--- src/rtl/memory_wait.sv ---
// memory_wait: single-port synchronous RAM with a req/ack handshake,
// a fixed number of programmable wait states per access and a bulk-clear
// sequence that zeroes every word. Separate read and write data buses.
module memory_wait #(
  parameter int AWIDTH      = 5,
  parameter int DWIDTH      = 8,
  parameter int WAIT_CYCLES = 0
) (
  input  logic              clk,
  input  logic              rst,
  input  logic              req,
  input  logic              wr,
  input  logic [AWIDTH-1:0] addr,
  input  logic [DWIDTH-1:0] wdata,
  input  logic              clr,
  output logic [DWIDTH-1:0] rdata,
  output logic              ack,
  output logic              busy
);

  localparam int DEPTH = 2 ** AWIDTH;

  // Wait counter load value; unused when there are no wait states.
  localparam logic [7:0] WAIT_INIT = (WAIT_CYCLES == 0) ? 8'd0 : 8'(WAIT_CYCLES - 1);

  // Clear counter is one bit wider than the address so the terminal
  // address is compared without the counter ever wrapping back to 0.
  localparam logic [AWIDTH:0] CLR_LAST = {1'b0, {AWIDTH{1'b1}}};

  typedef enum logic [1:0] {
    IDLE  = 2'd0,
    WAIT  = 2'd1,
    DONE  = 2'd2,
    CLEAR = 2'd3
  } state_t;

  state_t            state_reg;
  logic [7:0]        wait_cnt_reg;
  logic [AWIDTH:0]   clr_cnt_reg;
  logic              wr_reg;
  logic [AWIDTH-1:0] addr_reg;
  logic [DWIDTH-1:0] wdata_reg;

  // Storage array: never reset, contents undefined until written or cleared.
  logic [DWIDTH-1:0] mem [DEPTH];

  logic              take_req;
  logic              go_done;
  logic              acc_wr;
  logic [AWIDTH-1:0] acc_addr;
  logic [DWIDTH-1:0] acc_wdata;

  // Commit decode: the access is performed on the edge that enters DONE.
  // With no wait states that edge is the sampling edge itself, so the live
  // inputs are used; otherwise the latched copies are used.
  always_comb begin
    take_req = (state_reg == IDLE) && !clr && req;
    go_done  = (take_req && (WAIT_CYCLES == 0)) ||
               ((state_reg == WAIT) && (wait_cnt_reg == 8'd0));
    if (state_reg == IDLE) begin
      acc_wr    = wr;
      acc_addr  = addr;
      acc_wdata = wdata;
    end else begin
      acc_wr    = wr_reg;
      acc_addr  = addr_reg;
      acc_wdata = wdata_reg;
    end
  end

  // Control FSM with registered ack/busy, plus the array write/read ports.
  // Array accesses live in the non-reset branch so nothing is committed
  // while rst is held; the array itself has no reset values.
  always_ff @(posedge clk or posedge rst) begin
    if (rst) begin
      state_reg    <= IDLE;
      ack          <= 1'b0;
      busy         <= 1'b0;
      rdata        <= '0;
      wait_cnt_reg <= '0;
      clr_cnt_reg  <= '0;
      wr_reg       <= 1'b0;
      addr_reg     <= '0;
      wdata_reg    <= '0;
    end else begin
      ack <= 1'b0;

      if (go_done) begin
        if (acc_wr) begin
          mem[acc_addr] <= acc_wdata;
        end else begin
          rdata <= mem[acc_addr];
        end
      end

      case (state_reg)
        IDLE: begin
          if (clr) begin
            state_reg   <= CLEAR;
            clr_cnt_reg <= '0;
            busy        <= 1'b1;
          end else if (req) begin
            wr_reg    <= wr;
            addr_reg  <= addr;
            wdata_reg <= wdata;
            busy      <= 1'b1;
            if (WAIT_CYCLES == 0) begin
              state_reg <= DONE;
              ack       <= 1'b1;
            end else begin
              state_reg    <= WAIT;
              wait_cnt_reg <= WAIT_INIT;
            end
          end
        end

        WAIT: begin
          wait_cnt_reg <= wait_cnt_reg - 8'd1;
          if (wait_cnt_reg == 8'd0) begin
            state_reg <= DONE;
            ack       <= 1'b1;
          end
        end

        DONE: begin
          state_reg <= IDLE;
          busy      <= 1'b0;
        end

        CLEAR: begin
          mem[clr_cnt_reg[AWIDTH-1:0]] <= '0;
          clr_cnt_reg <= clr_cnt_reg + (AWIDTH + 1)'(1);
          if (clr_cnt_reg == CLR_LAST) begin
            state_reg <= IDLE;
            busy      <= 1'b0;
          end
        end

        default: begin
          state_reg <= IDLE;
          busy      <= 1'b0;
        end
      endcase
    end
  end

endmodule
--- config.mk ---
export PLATFORM = sky130hd
export DESIGN_NAME = memory_wait
export DESIGN_NICKNAME = d
export VERILOG_FILES = /design/src/rtl/memory_wait.sv
export SDC_FILE = /design/constraint.sdc
export NUM_CORES = 1
export LEC_CHECK = 0
export CAP_MARGIN = 5
export CORE_UTILIZATION = 50
export CTS_CLUSTER_SIZE = 16
export DETAILED_ROUTE_END_ITERATION = 6
export DONT_BUFFER_PORTS = 1
export PLACE_DENSITY = 0.78
export RECOVER_POWER = 50
export SETUP_SLACK_MARGIN = 0.15
export SLEW_MARGIN = 20
export SYNTH_ARGS = -nofsm -noshare
export SYNTH_HDL_FRONTEND = slang
export SYNTH_SLANG_ARGS = --single-unit
export TNS_END_PERCENT = 10
--- constraint.sdc ---
create_clock -name clk -period 2.55 [get_ports clk]
set_input_delay 0.51 -clock clk [delete_from_list [all_inputs] [get_ports clk]]
set_output_delay 0.51 -clock clk [all_outputs]
set_load 0.02 [all_outputs]
==> results.cfg, run 1 <==
[pwr]
fin_total_pwr_mw = 10.32
power_per_cell_area_nw_per_um2 = 683.4
reported_leakage_power_nw = 5.078
power_switching_share_pct = 20.23
pwr-share-seq_pct = 51.4
power_switching_mw = 2.087
clk_network_pwr_share_pct = 43.7
vdd.ir_drop.worst_mv = 0.5138
p_int_mw = 8.233
combinationalPowerShare_pct = 4.9

[yosys]
netlist.top_cell.by_area = sky130_fd_sc_hd__edfxtp_1
postSynthNetCount = 875
post_synth_num_cell_types = 77
synthArstFlopShare_pct = 13.51
synth-edff-count = 256
synth_top_area_share_pct = 60.04
synth_area_um2 = 12800
synthTopCellsByArea = sky130_fd_sc_hd__edfxtp_1, sky130_fd_sc_hd__mux2i_1, sky130_fd_sc_hd__dfrtp_1, sky130_fd_sc_hd__nor2_1, sky130_fd_sc_hd__a21oi_1
yosys_warnings = 0
post_synth.cell_area_avg_um2 = 14.99
netlist_instances = 854
synth_seq_area_share_pct = 67.85
ff_latch_count_synth = 296
postSynth.topFlopCell = sky130_fd_sc_hd__edfxtp_1

[timing]
worstMarginPinSlew_ns = 1.276
slew_violations = 0
period_share_pct = 95.12
timing.max_slew.rel_slack_pct = 14.91
final.setup_skew_ns = 0.02194
min_period_ns = 2.426
number_of_endpoints_failing_setup_at_the_final_stage = 0
final_hold_viol_count = 0
achievable-frequency_mhz = 412.3
grt_setup_unrepaired = yes

[critical_path]
r2r.worst_path.cells = 7
r2r-start = state_reg[0]
crit_path_end_kind = flip-flop
cp_slowest_cell = sky130_fd_sc_hd__dfrtp_1
setup.worst_path.class = reg2reg
timing.reg2reg.setup_slack_ns = 0.12
cp-start-kind = flip-flop
cp_slowest_stage_delay_ns = 0.47
r2r_end = rdata[0]
endpoint_required_time_on_the_critical_path_ns = 3.02
cp_max_fo = 13
timing.critical_path.from = state_reg[0]
crit_arrival_ns = 2.90
crit_chain = or2_1, buf_8, mux2_2, nand2b_2, o221ai_1, a21oi_1, a211oi_2

[die]
floorplan.die_area_um2 = 26250
die_width_um = 162.0
start_util_pct = 50.85
core.rowCount = 58
design.core.area_um2 = 25180
chipHeight_um = 162.0
io-pin-count = 28

[status]
status = finished clean

[global_route]
grt_antenna_before_repair = 0
maximum_number_of_pins_on_one_net_before_global_route_repair = 33
grt.overflow.total = 0
grt_first_pass_wirelength_mm = 46.51
first_global_vias = 7940
grt_usage_pct = 23.38

[route]
detail_route.first_pass.iterations = 5
routed-via-count = 7837
routed_wire_length_per_instance_um = 23.94
residual_drc = 0
drt-initial-drc-count = 1115
drt.antenna.violating_nets = 0
detail_route.vias_per_cell = 6.185
postRouteWirelength_mm = 30.33

[place]
place.detailed.instances = 1204
io_buffer_count = 0
routability_congestion = 0.9004
dp_hpwl_mm = 19.53

[worst_hold_path]
timing.hold.worst.start = clr
whs_endpoint = clr_cnt_reg[3]
min_delay_path_depth = 1
min-delay-path-class = in2reg

[cells_and_area]
multiInputGateArea_um2 = 4183
insertedDiodeCount = 0
areaGrowthSynthToFinish_pct = 17.93
finish.net_count = 940
post_layout_nonfiller_instances = 1267
layout-drive-gt1-share_pct = 25.29
regArea_um2 = 8688
nFillCells = 1821
largest_reg_flops = 256
registers.top_by_ff_count = mem

[clock_tree]
clock_pin_transition_on_the_worst_setup_and_hold_timing_paths_ns = 0.07
cts.path.max_buffers = 3
clkLatencyLatePin_ns = 0.56
numClockSinks = 296
number_of_levels_in_the_clock_h_tree = 1
tritoncts = yes
tritoncts.num_buffers = 29
cell_at_the_root_of_the_clock_tree = sky130_fd_sc_hd__clkbuf_16

[flow_run]
maxCapViolCount = 0
==> power by group through the flow <==
stage	combinational [mW]	sequential [mW]	clock (mW)
5_1_grt	0.534	5.31	4.72
3_3_place_gp	0.447	5.40	0
6_report	0.506	5.30	4.51
3_5_place_dp	0.456	5.40	0
4_1_cts	0.486	5.30	4.54
2_1_floorplan	0.329	5.39	0
==> worst max path at each step <==
stage,end
floorplan,mem[4][0]
global placement,rdata[0]
detailed placement,rdata[0]
CTS,mem[7][0]
global route,mem[11][6]
finish,rdata[0]
==> layout make-up <==
| cell class | instances | share of cell area, % |
|---|---|---|
| Clock inverter | 16 | 1.699 |
| Clock buffer | 33 | 4.905 |
| Multi-Input combinational cell | 502 | 27.70 |
| Inverter | 6 | 0.1574 |
| Tap cell | 330 | 2.734 |
| Sequential cell | 296 | 57.54 |
| Timing Repair Buffer | 84 | 5.270 |
==> repair_timing <==
item,CTS,global route
gates cloned,1,0
pin swaps,4,8
buffers inserted,10,2
endpoints found under the hold margin,40,0
endpoints found under the setup margin,273,410
resized for setup,17,44
hold buffers,1,0
==> layer usage <==
layer / share of wire [%] / global-route usage (%) / vias to the layer above
li1: - / - / 3482
met1: 40 / 30.53 / 3911
met2: 49 / 38.92 / 367
met3: 7.8 / 4.035 / 77
met4: 3.9 / 9.348 / 0
met5: 0 / 0 / -
==> worst max-delay path: cells and delay by family (launching register included) <==
kind / cells / cell delay, ns
mux: 1 / 0.47
flops: 1 / 0.47
buf+inv: 1 / 0.18
compound gates: 3 / 0.68
simple gates: 2 / 0.53
==> cell usage in the layout (no fill, tap or decap), drive strengths merged, types with 28 or more instances in the layout <==
| cell type | count |
|---|---|
| edfxtp | 256 |
| mux2i | 106 |
| buf | 76 |
| nor2 | 63 |
| nand2 | 51 |
| a21oi | 44 |
| dfrtp | 40 |
| clkbuf | 40 |
| a211oi | 28 |
==> cell families (layout without fill, tap and decap cells) <==
group	count (synthesis)	count (layout)	synth area share, %
compound gates	166	166	9.459
xor+xnor	8	8	0.5472
fa+ha+maj	3	3	0.2932
buf+inv	57	139	2.990
flops	296	296	67.85
mux	127	127	10.78
simple gates	197	198	8.081
==> per-stage QoR <==
stage / hold WS (ns) / cell area, um2 / worst slack, ns / TNS (ns) / util (%)
floorplan: 0.4429 / 13030 / 0.08461 / 0 / -
global placement: 0.4643 / 13730 / -0.05275 / -0.06175 / 54.52
detailed placement: 0.4710 / 13730 / -0.07870 / -0.1286 / 54.52
CTS: 0.02280 / 14930 / 0.1096 / 0 / 59.30
global route: 0.02169 / 15100 / 0.05230 / 0 / 59.97
finish: 0.03835 / 15100 / 0.1244 / 0 / 59.97
==> Yosys cell counts (all sizes together), types with 6 or more instances <==
| library cell | number |
|---|---|
| o21ai | 20 |
| o22ai | 16 |
| nand2 | 50 |
| a31oi | 6 |
| dfrtp | 40 |
| mux2i | 106 |
| a21oi | 44 |
| o32ai | 7 |
| mux2 | 14 |
| clkbuf | 14 |
| nor4 | 17 |
| o221ai | 17 |
| buf | 37 |
| and3 | 20 |
| nor3 | 8 |
| edfxtp | 256 |
| nor2 | 63 |
| a211oi | 28 |
| inv | 6 |
| mux4 | 7 |
| a221oi | 8 |
| nand2b | 8 |
No activity file was read; power rests on OpenSTA's default activity.
==> run 2, diff against run 1 <==
--- a/config.mk
+++ b/config.mk
@@ -5,11 +5,11 @@
 export SDC_FILE = /design/constraint.sdc
 export NUM_CORES = 1
 export LEC_CHECK = 0
-export CAP_MARGIN = 5
 export CORE_UTILIZATION = 50
 export CTS_CLUSTER_SIZE = 16
 export DETAILED_ROUTE_END_ITERATION = 6
 export DONT_BUFFER_PORTS = 1
+export MAX_ROUTING_LAYER = met4
 export PLACE_DENSITY = 0.78
 export RECOVER_POWER = 50
 export SETUP_SLACK_MARGIN = 0.15
==> constraint.sdc (replaced) <==
create_clock -name clk -period 2.55 [get_ports clk]
set_input_delay 0.51 -clock clk [delete_from_list [all_inputs] [get_ports clk]]
set_output_delay 0.51 -clock clk [all_outputs]
set_load 0.05 [all_outputs]
==> results.cfg, run 2 (synthesis results as in run 1) <==
[clock_tree]
tritoncts = yes
cts.path.max_buffers = 3
cell_at_the_root_of_the_clock_tree = sky130_fd_sc_hd__clkbuf_16
tritoncts.num_buffers = 29
clock_pin_transition_on_the_worst_setup_and_hold_timing_paths_ns = 0.06
clkLatencyLatePin_ns = 0.56
numClockSinks = 296
number_of_levels_in_the_clock_h_tree = 1

[route]
routed-via-count = 7850
drt-initial-drc-count = 1037
detail_route.vias_per_cell = 6.196
residual_drc = 0
drt.antenna.violating_nets = 0
postRouteWirelength_mm = 30.39
detail_route.first_pass.iterations = 5
routed_wire_length_per_instance_um = 23.99

[global_route]
first_global_vias = 7914
maximum_number_of_pins_on_one_net_before_global_route_repair = 33
grt_usage_pct = 24.14
grt_first_pass_wirelength_mm = 46.54
grt.overflow.total = 0
grt_antenna_before_repair = 0

[cells_and_area]
nFillCells = 1805
final_common_cell = sky130_fd_sc_hd__edfxtp_1
finish.net_count = 940
insertedDiodeCount = 0
layout-drive-gt1-share_pct = 25.83
final_design_area_no_fill_um2 = 15140
areaGrowthSynthToFinish_pct = 18.23
largest_reg_flops = 256
registers.top_by_ff_count = mem
commonest_cells_after_routing_fill_and_taps_aside = sky130_fd_sc_hd__edfxtp_1, sky130_fd_sc_hd__mux2i_1, sky130_fd_sc_hd__buf_4

[place]
dp_hpwl_mm = 19.53
io_buffer_count = 0
post_placement_cell_area_um2 = 13730
post-place-ws_ns = -0.07870
routability_congestion = 0.9158

[flow_run]
maxCapViolCount = 0

[timing]
number_of_endpoints_failing_setup_at_the_final_stage = 0
postLayoutSetupSlackWorst_ns = 0.1038
achievable-frequency_mhz = 408.8
timing.max_slew.rel_slack_pct = 15.76
setup-tns-final_ns = 0
final.setup_skew_ns = 0.02211
worstMarginPinSlew_ns = 1.264
period_share_pct = 95.93
fin_hold_ws_ns = 0.04114
grt_setup_unrepaired = yes
slew_violations = 0
min_period_ns = 2.446
final_hold_viol_count = 0

[critical_path]
crit_path_end_kind = flip-flop
endpoint_required_time_on_the_critical_path_ns = 2.80
cp_max_fo = 8
crit_arrival_ns = 2.70
setup.worst_path.class = reg2reg
cp-start-kind = flip-flop

[pwr]
clk_network_pwr_share_pct = 43.6
vdd.ir_drop.worst_mv = 0.5103
power_switching_mw = 2.103
power_per_cell_area_nw_per_um2 = 682.9
p_int_mw = 8.235
pwr-share-seq_pct = 51.4
fin_total_pwr_mw = 10.34
reported_leakage_power_nw = 5.088
combinationalPowerShare_pct = 4.9
power_switching_share_pct = 20.35

[die]
chipHeight_um = 162.0
start_util_pct = 50.85
design.core.area_um2 = 25180
die_width_um = 162.0
core.rowCount = 58
io-pin-count = 28
floorplan.die_area_um2 = 26250

[worst_hold_path]
min-delay-path-class = in2reg

[status]
status = finished clean
-- run 2: changes by cell type in the layout (fill, tap and decap cells not counted), moves of 2 or more --
cell / change
sky130_fd_sc_hd__o221ai_2: -2
sky130_fd_sc_hd__nor2_4: +2
sky130_fd_sc_hd__a21oi_2: -2
sky130_fd_sc_hd__nor2_1: -3
sky130_fd_sc_hd__o221ai_1: +2
sky130_fd_sc_hd__mux2i_2: +2
sky130_fd_sc_hd__mux2i_1: -2
-- run 2: path summary, 6_finish.rpt --
kind,slack [ns],endpoint,cells after the start,startpoint
max reg2reg,0.10,mem[28][0],7,state_reg[0]
max,0.10,mem[28][0],7,state_reg[0]
min,0.04,clr_cnt_reg[3],1,clr
max in group asynchronous,0.83,rdata[6],3,rst
min in group asynchronous,0.89,busy,3,rst
min reg2reg,0.50,wait_cnt_reg[6],1,wait_cnt_reg[6]
-- run 2: layout make-up --
| class | instances | area (um2) | area share (%) |
|---|---|---|---|
| clock inverters | 16 | 256.5 | 1.694 |
| flip-flops and latches | 296 | 8688 | 57.39 |
| inverters | 6 | 23.77 | 0.1570 |
| multi-input cells | 502 | 4227 | 27.92 |
| repair buffers | 84 | 790.8 | 5.223 |
| well taps | 330 | 412.9 | 2.727 |
| clock buffers | 33 | 740.7 | 4.893 |
-- run 2: stage by stage --
step | util (%) | cells
floorplan | - | 854
global placement | 54.52 | 1204
detailed placement | 54.52 | 1204
CTS | 59.30 | 1265
global route | 60.12 | 1267
finish | 60.12 | 1267
-- run 2: metal layers --
metal	up-vias	share of wire, %	global-route usage, %
met4	0	3.9	9.691
met3	71	8.3	3.882
met1	3909	39	30.81
met2	389	49	38.72
li1	3481	-	-
met5	-	0	-
-- run 2: repair_timing --
action                     CTS  global route
setup endpoints to repair  273           411
hold endpoints to repair    40             0
hold buffers                 1             0
pin swaps                    4            10
gates cloned                 1             0
setup buffers               10             2
gates resized for setup     17            52
-- run 2: worst max-delay path: stages, from the launching register on --
cell	delay, ns
sky130_fd_sc_hd__dfrtp_1	0.46
sky130_fd_sc_hd__buf_4	0.21
sky130_fd_sc_hd__o21a_1	0.22
sky130_fd_sc_hd__a21o_1	0.27
sky130_fd_sc_hd__nor3_1	0.39
sky130_fd_sc_hd__o21ai_4	0.21
sky130_fd_sc_hd__nor2_1	0.18
sky130_fd_sc_hd__buf_4	0.21
-- run 2: power groups by stage --
stage,sequential [mW],clock (mW),combinational [mW]
floorplan,5.40,0,0.329
global placement,5.41,0,0.447
detailed placement,5.42,0,0.456
CTS,5.32,4.54,0.486
global route,5.32,4.72,0.539
finish,5.32,4.51,0.510
==> run 3, diff against run 2 <==
--- a/config.mk
+++ b/config.mk
@@ -9,7 +9,6 @@
 export CTS_CLUSTER_SIZE = 16
 export DETAILED_ROUTE_END_ITERATION = 6
 export DONT_BUFFER_PORTS = 1
-export MAX_ROUTING_LAYER = met4
 export PLACE_DENSITY = 0.78
 export RECOVER_POWER = 50
 export SETUP_SLACK_MARGIN = 0.15
==> results of run 3 <==
Same layout as run 1 (identical final DEF). Status: finished clean.
Among the figures that moved: total power 10.32 mW -> 10.33 mW
